===== src/rtl/alu_arb_pkg.sv =====
// Shared definitions for the ALU time-sharing sequencer: opcodes, FSM states
// and the per-op settle latency lookup.
package alu_arb_pkg;

    localparam logic [1:0] OP_ADD = 2'b00;
    localparam logic [1:0] OP_SUB = 2'b01;
    localparam logic [1:0] OP_MUL = 2'b10;
    localparam logic [1:0] OP_DIV = 2'b11;

    typedef enum logic {
        ST_IDLE = 1'b0,
        ST_EXEC = 1'b1
    } state_e;

    function automatic int op_latency(input logic [1:0] op,
                                      input int lat_addsub,
                                      input int lat_mul,
                                      input int lat_div);
        int lat;
        case (op)
            OP_MUL:  lat = lat_mul;
            OP_DIV:  lat = lat_div;
            default: lat = lat_addsub;
        endcase
        return lat;
    endfunction

endpackage


===== src/rtl/rr_arbiter.sv =====
// Combinational round-robin picker: first set request bit scanning upward
// from the slot after last_i, wrapping modulo N.
module rr_arbiter #(
    parameter int N   = 4,
    parameter int IDW = $clog2(N)
) (
    input  logic [N-1:0]   req_i,
    input  logic [IDW-1:0] last_i,
    output logic [N-1:0]   gnt_o,
    output logic [IDW-1:0] gnt_idx_o,
    output logic           any_o
);

    always_comb begin
        int idx;
        logic [IDW-1:0] idx_w;
        gnt_o     = '0;
        gnt_idx_o = '0;
        any_o     = 1'b0;
        idx       = 0;
        idx_w     = '0;
        for (int k = 1; k <= N; k++) begin
            idx   = (int'(last_i) + k) % N;
            idx_w = IDW'(idx);
            if (!any_o && req_i[idx_w]) begin
                any_o        = 1'b1;
                gnt_o[idx_w] = 1'b1;
                gnt_idx_o    = idx_w;
            end
        end
    end

endmodule


===== src/rtl/alu_share_arbiter.sv =====
// Time-shares one external ALU between NUM_REQ requesters: round-robin grant,
// operand hold for an op-dependent settle time, tagged single-cycle response.
module alu_share_arbiter #(
    parameter int NUM_REQ    = 4,
    parameter int LAT_ADDSUB = 1,
    parameter int LAT_MUL    = 2,
    parameter int LAT_DIV    = 4
) (
    input  logic                       clk,
    input  logic                       reset,
    input  logic [NUM_REQ-1:0]         req_valid,
    output logic [NUM_REQ-1:0]         req_ready,
    input  logic [8*NUM_REQ-1:0]       req_rs,
    input  logic [8*NUM_REQ-1:0]       req_rt,
    input  logic [2*NUM_REQ-1:0]       req_op,
    output logic [7:0]                 alu_rs,
    output logic [7:0]                 alu_rt,
    output logic [1:0]                 alu_op,
    input  logic [7:0]                 alu_out,
    output logic                       resp_valid,
    output logic [$clog2(NUM_REQ)-1:0] resp_id,
    output logic [7:0]                 resp_data,
    output logic                       resp_dz,
    output logic                       busy
);
    import alu_arb_pkg::*;

    localparam int IDW     = $clog2(NUM_REQ);
    localparam int LAT_MX1 = (LAT_MUL > LAT_ADDSUB) ? LAT_MUL : LAT_ADDSUB;
    localparam int LAT_MAX = (LAT_DIV > LAT_MX1) ? LAT_DIV : LAT_MX1;
    localparam int CNT_W   = $clog2(LAT_MAX + 1);

    state_e             state_q;
    logic [IDW-1:0]     last_grant_q;
    logic [IDW-1:0]     cur_id_q;
    logic [CNT_W-1:0]   cnt_q;
    logic [7:0]         alu_rs_q;
    logic [7:0]         alu_rt_q;
    logic [1:0]         alu_op_q;
    logic               resp_valid_q;
    logic [IDW-1:0]     resp_id_q;
    logic [7:0]         resp_data_q;
    logic               resp_dz_q;

    logic [NUM_REQ-1:0] gnt_oh;
    logic [IDW-1:0]     gnt_idx;
    logic               gnt_any;
    logic [7:0]         sel_rs;
    logic [7:0]         sel_rt;
    logic [1:0]         sel_op;
    logic [CNT_W-1:0]   cnt_load_d;
    logic               div_zero;
    logic [7:0]         resp_data_d;

    rr_arbiter #(
        .N   (NUM_REQ),
        .IDW (IDW)
    ) u_rr (
        .req_i     (req_valid),
        .last_i    (last_grant_q),
        .gnt_o     (gnt_oh),
        .gnt_idx_o (gnt_idx),
        .any_o     (gnt_any)
    );

    always_comb begin
        sel_rs      = req_rs[8*gnt_idx +: 8];
        sel_rt      = req_rt[8*gnt_idx +: 8];
        sel_op      = req_op[2*gnt_idx +: 2];
        // Counter is loaded with LAT-1 so the capture happens in the L-th EXEC cycle.
        cnt_load_d  = CNT_W'(op_latency(sel_op, LAT_ADDSUB, LAT_MUL, LAT_DIV) - 1);
        div_zero    = (alu_op_q == OP_DIV) && (alu_rt_q == 8'h00);
        resp_data_d = div_zero ? 8'hFF : alu_out;
    end

    always_ff @(posedge clk or negedge reset) begin
        if (!reset) begin
            state_q      <= ST_IDLE;
            last_grant_q <= IDW'(NUM_REQ - 1);
            cur_id_q     <= '0;
            cnt_q        <= '0;
            alu_rs_q     <= '0;
            alu_rt_q     <= '0;
            alu_op_q     <= '0;
            resp_valid_q <= 1'b0;
            resp_id_q    <= '0;
            resp_data_q  <= '0;
            resp_dz_q    <= 1'b0;
        end else begin
            resp_valid_q <= 1'b0;
            case (state_q)
                ST_IDLE: begin
                    if (gnt_any) begin
                        alu_rs_q     <= sel_rs;
                        alu_rt_q     <= sel_rt;
                        alu_op_q     <= sel_op;
                        cur_id_q     <= gnt_idx;
                        last_grant_q <= gnt_idx;
                        cnt_q        <= cnt_load_d;
                        state_q      <= ST_EXEC;
                    end
                end
                ST_EXEC: begin
                    if (cnt_q != '0) begin
                        cnt_q <= cnt_q - 1'b1;
                    end else begin
                        resp_valid_q <= 1'b1;
                        resp_id_q    <= cur_id_q;
                        resp_data_q  <= resp_data_d;
                        resp_dz_q    <= div_zero;
                        state_q      <= ST_IDLE;
                    end
                end
                default: state_q <= ST_IDLE;
            endcase
        end
    end

    assign req_ready  = (state_q == ST_IDLE) ? gnt_oh : '0;
    assign busy       = (state_q == ST_EXEC);
    assign alu_rs     = alu_rs_q;
    assign alu_rt     = alu_rt_q;
    assign alu_op     = alu_op_q;
    assign resp_valid = resp_valid_q;
    assign resp_id    = resp_id_q;
    assign resp_data  = resp_data_q;
    assign resp_dz    = resp_dz_q;

endmodule


===== config.mk =====
export PLATFORM = sky130hd
export DESIGN_NAME = alu_share_arbiter
export DESIGN_NICKNAME = d
export VERILOG_FILES = /design/src/rtl/alu_arb_pkg.sv /design/src/rtl/rr_arbiter.sv /design/src/rtl/alu_share_arbiter.sv
export SDC_FILE = /design/constraint.sdc
export NUM_CORES = 1
export LEC_CHECK = 0
export BUFFER_PORTS_ARGS = -buffer_cell sky130_fd_sc_hd__buf_2
export CAP_MARGIN = 20
export CELL_PAD_IN_SITES_DETAIL_PLACEMENT = 1
export CELL_PAD_IN_SITES_GLOBAL_PLACEMENT = 2
export CORE_MARGIN = 4
export CORE_UTILIZATION = 30
export CTS_BUF_LIST = sky130_fd_sc_hd__clkbuf_4
export DETAILED_ROUTE_END_ITERATION = 12
export MAX_ROUTING_LAYER = met4
export PLACE_DENSITY_LB_ADDON = 0.1
export SLEW_MARGIN = 30
export SYNTH_ARGS = -nofsm -noshare
export SYNTH_HDL_FRONTEND = slang
export SYNTH_SLANG_ARGS = --single-unit

===== constraint.sdc =====
create_clock -name clk -period 8.25 [get_ports clk]
set_input_delay 0.4125 -clock clk [delete_from_list [all_inputs] [get_ports clk]]
set_output_delay 0.4125 -clock clk [all_outputs]
set_load 0.03 [all_outputs]

**Word level (Yosys, flattened, before mapping)**

Index checks and enable logic that the tools add are counted.

- Memory bits (writable): 0
- Memories: 0
- Latch bits: 0
- Memory bits (read-only): 0
- Output and inout port bits: 35
- Bits of input ports: 86
- Word-level logic and storage cells: 93
- Register bits: 38

- Reductions and logical operators: 16
- Muxes and demuxes: 39
- Order comparisons: 8
- Bitwise operators: 5
- Equal/unequal tests: 5
- $mul: 0
- $add $sub $neg: 6
- Shift-type cells: 3
- Divide/modulo/power cells: 0

Operators with widths:

| operator | count |
|---|---|
| $shiftx 32x6->8 | 2 |
| $mux 4 | 5 |
| $mux 1 | 16 |
| $lt 2x3->1 const B | 4 |
| $or 4x4->4 | 3 |
| $pmux 3 s2 | 2 |
| $bmux 1 s2 | 4 |
| $demux 1 s2 | 4 |
| $ge 2x1->1 const B | 4 |
| $logic_and 1x1->1 | 8 |
| $logic_not 8->1 | 1 |
| $mux 2 | 4 |
| $mux 8 | 1 |
| $shiftx 8x4->2 | 1 |
| $eq 2x2->1 const B | 3 |
| $mux 3 | 2 |
| $reduce_and 2->1 | 3 |
| $add 2x1->2 const B | 2 |
| $add 2x2->2 const B | 2 |
| $logic_not 1->1 | 3 |
| $reduce_bool 3->1 | 1 |
| $sub 3x1->3 const B | 1 |
| $sub 3x2->3 const B | 1 |
| $ne 2x1->1 const B | 1 |
| 3 further kinds | 4 |

**Depth between registers and ports, before layout**

- Depth after elaboration: 19
- Depth in mapped cells: 12

**By module**

Synthesis repeated with hierarchy kept, for this count alone.

- Cell total of the unflattened synthesis: 285
- Area total of the unflattened synthesis: 2,645.0 sq um

Modules (own cells, without submodules):

| module | area an instance (sq um) | cells an instance | instances |
|---|---|---|---|
| alu_share_arbiter | 2,015.7 | 199 | 1 |
| rr_arbiter | 629.4 | 86 | 1 |

**Worst setup path before layout**

Ideal clock, no wire load.

- Path kind: reg-to-output
- Start: register last_grant_q[0]
- End: output port req_ready[0]
- Cell stages (with the launch flop): 10
- Data arrival time: 2.339 ns
- Path slack: 5.498 ns
- Cells stage by stage: dfstp_2 buf_6 inv_1 ha_1 mux4_2 nor2b_4 a22oi_1 a21oi_1 a21oi_1 nor2_1

- Word-level cells in the longest chain between the ends: 14

Ends and longest elaborated chain:

| element | RTL line | source |
|---|---|---|
| start: declaration | alu_share_arbiter.sv:34 | `logic [IDW-1:0] last_grant_q;` |
| start signal: assignment | alu_share_arbiter.sv:79 | `last_grant_q <= IDW'(NUM_REQ - 1);` |
| start signal: assignment | alu_share_arbiter.sv:98 | `last_grant_q <= gnt_idx;` |
| branches (longest 12 deep; another with $lt 2x3->1) | n/a |  |
| $mux 4 * | rr_arbiter.sv:25 | `if (!any_o && req_i[idx_w]) begin` |
| $mux 4 * | alu_share_arbiter.sv:119 | `assign req_ready = (state_q == ST_IDLE) ? gnt_oh : '0;` |
| end: declaration | alu_share_arbiter.sv:12 | `output logic [NUM_REQ-1:0] req_ready,` |

Every way passes the cells marked *. The select of a mux whose other input is x is not followed.

**Worst setup path after layout**

Same ends and word-level chain as after synthesis.

==> reports/results.tsv <==
stage	metric	value	unit
floorplanning	core_area	8341	µm²
yosys	yosysMostFrequentCell	dfrtp_1	
routing	route.met3.wl	349	µm
routing	antenna_left	0	
power	total_leakage_power	1.606	nW
floorplanning	die_w	101.2	µm
cts	ctsResizeCount	0	
floorplanning	start_util	0.3123	
cts	clk_pin_slew_worst_paths	140	ps
power	p_clk_frac	0.114	
power	p_sw_frac	0.4836	
cts	root_buffer	clkbuf_4	
cells_and_area	diodes	0	
routing	drc_errors	0	
critical_path	start_kind	flop	
timing	min_period	3391	ps
floorplanning	die_h	101.2	µm
yosys	async_flop_share	1.000	
cts	cts_num_sinks	38	
timing	maxSlewHeadroom	0.4795	
timing	setup_viol	0	
routing	routedWlPerCell	15.61	µm
cts	clk_latency	360	ps
cells_and_area	nets	453	
timing	slew_violations	0	
routing	viasPerCell	5.056	
cts	cts_setup_buffers	0	
timing	clock.fmax	294.9	MHz
grt	grt_max_degree	60	
place	placed_area	3214	µm²
outcome	status	finished clean	
grt	grt_pass1_wl	11480	µm
routing	first_iter_violations	59	
yosys	synthTopCellsByCount	dfrtp_1 (36), mux2i_1 (35), nor2_1 (28)	
power	irDropWorstVdd	0.1355	mV
cts	htree_levels	2	
critical_path	path_class	reg2out	
cts	ctsLongestPathBuffers	2	
yosys	synth_nets	347	
yosys	synth_area_leaders	dfrtp_1 (35%), mux2i_1 (13%), a221o_1 (6.5%), ha_1 (4.8%), nor2_1 (4.0%)	
yosys	synth-main-ff-cell	dfrtp_1	
power	pwr-share-comb	0.636	
flow_run	drv_cap	0	
power	power_frac_seq	0.250	
yosys	synth-seq-area-share	0.3660	
timing	hold_violations	0	
routing	wirelength	7226	µm
cts	cts_tree	yes	
routing	dr.pass1.iters	5	
yosys	synth_edf_count	0	
routing	wl_met2	3671	µm
timing	rsz0062_at_grt	false	
yosys	synth_top_area_cell	dfrtp_1	
critical_path	cpPeakStageDelay	770	ps
yosys	synth_cells	251	
critical_path	cp_data_required_time	7840	ps
cells_and_area	design_area	3323	µm²
floorplanning	row_count	33	
critical_path	arrival	2980	ps
critical_path	cpMostUsedCell	a21oi_1	
cts	cts_made_buffers	5	
power	internal_power	0.0007414	W
critical_path	crit_path_end_kind	output pin	
place	dp_hpwl	5396	µm
routing	vias	2341	
yosys	ys_ff_latch	38	
yosys	yosys_warnings	0	
routing	top_layer	met4	
place	place_congestion	0.7720	
timing	tns	0	ps
timing	finalCritPeriodShare	0.4110	
critical_path	critPathMaxFanout	16	
grt	grt_pass1_vias	2409	
yosys	syn_area	2605	µm²
grt	grt_antenna_before_repair	0	
routing	met1Wirelength	3187	µm
cts	ctsHoldBuffers	0	
floorplanning	die-area	10240	µm²
grt	grt_usage	0.1416	
min_path	min_path_type	in2async	
critical_path	critPathSlowestCell	dfstp_2	
floorplanning	num_io_pins	121	
place	io_buffers	120	
critical_path	ff2ff_path_depth	8	
yosys	syn_area_per_cell	10.38	µm²
cells_and_area	area_growth	27.57	%
yosys	synth_top_area_share	0.3458	
cells_and_area	drive_above_1_share	0.4218	
timing	tightestPinTransition	779.9	ps
yosys	ys_types	45	
grt	grt-ovfl-total	0	
timing	skew	19.96	ps
power	switching_power	0.0006944	W
critical_path	path_cells	inv_1 -> ha_1 -> mux4_2 -> nor2b_4 -> a22oi_1 -> a21oi_1 -> a21oi_1 -> nor2_1 -> buf_2	
power	power_density	432.0	nW/µm²
[cells by family (layout without fill, tap and decap cells)]
family	Yosys count	after routing	share of synthesized area
AOI/OAI and AO/OA	61	61	0.1902
adders and majority gates	10	10	0.04803
and+or+nand+nor	66	66	0.1215
DFF	38	38	0.3660
muxes	48	48	0.2109
buffers and inverters	28	135	0.06340
[placed cells by master (no fill, tap or decap), types with 2 or more instances in the layout]
cell type / synthesis / final
a221o_1: 17 / 17
inv_1: 7 / 7
bufinv_16: 0 / 2
nand3_1: 3 / 3
nor3_1: 18 / 18
nor2b_1: 2 / 2
dfrtp_1: 36 / 36
buf_2: 6 / 119
clkbuf_4: 0 / 5
mux4_2: 2 / 2
nand2_1: 7 / 7
o21ai_0: 6 / 6
mux2_2: 8 / 8
a22oi_1: 4 / 4
mux2i_1: 35 / 35
dfstp_2: 2 / 2
ha_1: 10 / 10
o22a_1: 9 / 9
a21oi_1: 13 / 13
nor2_1: 28 / 27
[critical path: cells and delay by family, from the launching register on]
family | cells | cell delay, ps
AOI/OAI and AO/OA | 3 | 400
adders and majority gates | 1 | 360
buffers and inverters | 2 | 380
DFF | 1 | 770
muxes | 1 | 520
and+or+nand+nor | 2 | 210
[power groups by stage]
stage	logic, W	clock network, W	registers [W]
floorplan	0.000630	0	0.000483
global placement	0.000910	0	0.000361
detailed placement	0.000929	0	0.000366
CTS	0.000931	0.000168	0.000363
global route	0.00100	0.000178	0.000375
finish	0.000913	0.000164	0.000360
[per-layer routing]
| layer | vias to the layer above | track usage |
|---|---|---|
| li1 | 1153 | - |
| met1 | 1124 | 0.1841 |
| met2 | 61 | 0.2304 |
| met3 | 3 | 0.02617 |
| met4 | 0 | 0.03067 |
| met5 | - | - |
[layout make-up]
cell class,instances,area (µm²)
Fill cell,999,5017
Multi-Input combinational cell,185,1503
Sequential cell,38,953.4
Timing Repair Buffer,120,603.1
Tap cell,105,131.4
Clock inverter,3,68.82
Clock buffer,5,37.54
Inverter,7,26.28
[stage by stage]
step | instances | util | hold WS [ps] | power (W) | setup WS [ps]
final | 463 | 0.3984 | 0.1126 | 0.001436 | 4859
after global placement | 455 | 0.3834 | 474.4 | 0.001271 | 5208
after global routing | 463 | 0.3984 | 3.589 | 0.001558 | 4620
after CTS | 463 | 0.3981 | 169.7 | 0.001462 | 4822
after detailed placement | 455 | 0.3854 | 480.6 | 0.001295 | 5123
after floorplan | 251 | - | 116.9 | 0.001113 | 5498
[worst paths after layout]
kind	start	to	slack, ps
hold reg to reg	resp_dz	resp_dz	510
setup / recovery	last_grant_q[0]	req_ready[0]	4860
setup reg to reg	last_grant_q[0]	cnt_q[0]	5150
min in group clk	alu_out[0]	resp_data[0]	260
max in group asynchronous	reset	last_grant_q[0]	7860
hold / removal	reset	resp_id[1]	0.1
[registers in the layout, indices dropped and copies added, names as in the netlist]
name and cells:
resp_valid 1, alu_op 2, cnt_q 3, resp_dz 1, alu_rs 8, busy 1
resp_data 8, last_grant_q 2, alu_rt 8, resp_id 2, cur_id_q 2
(Power assumes the default switching activity.)
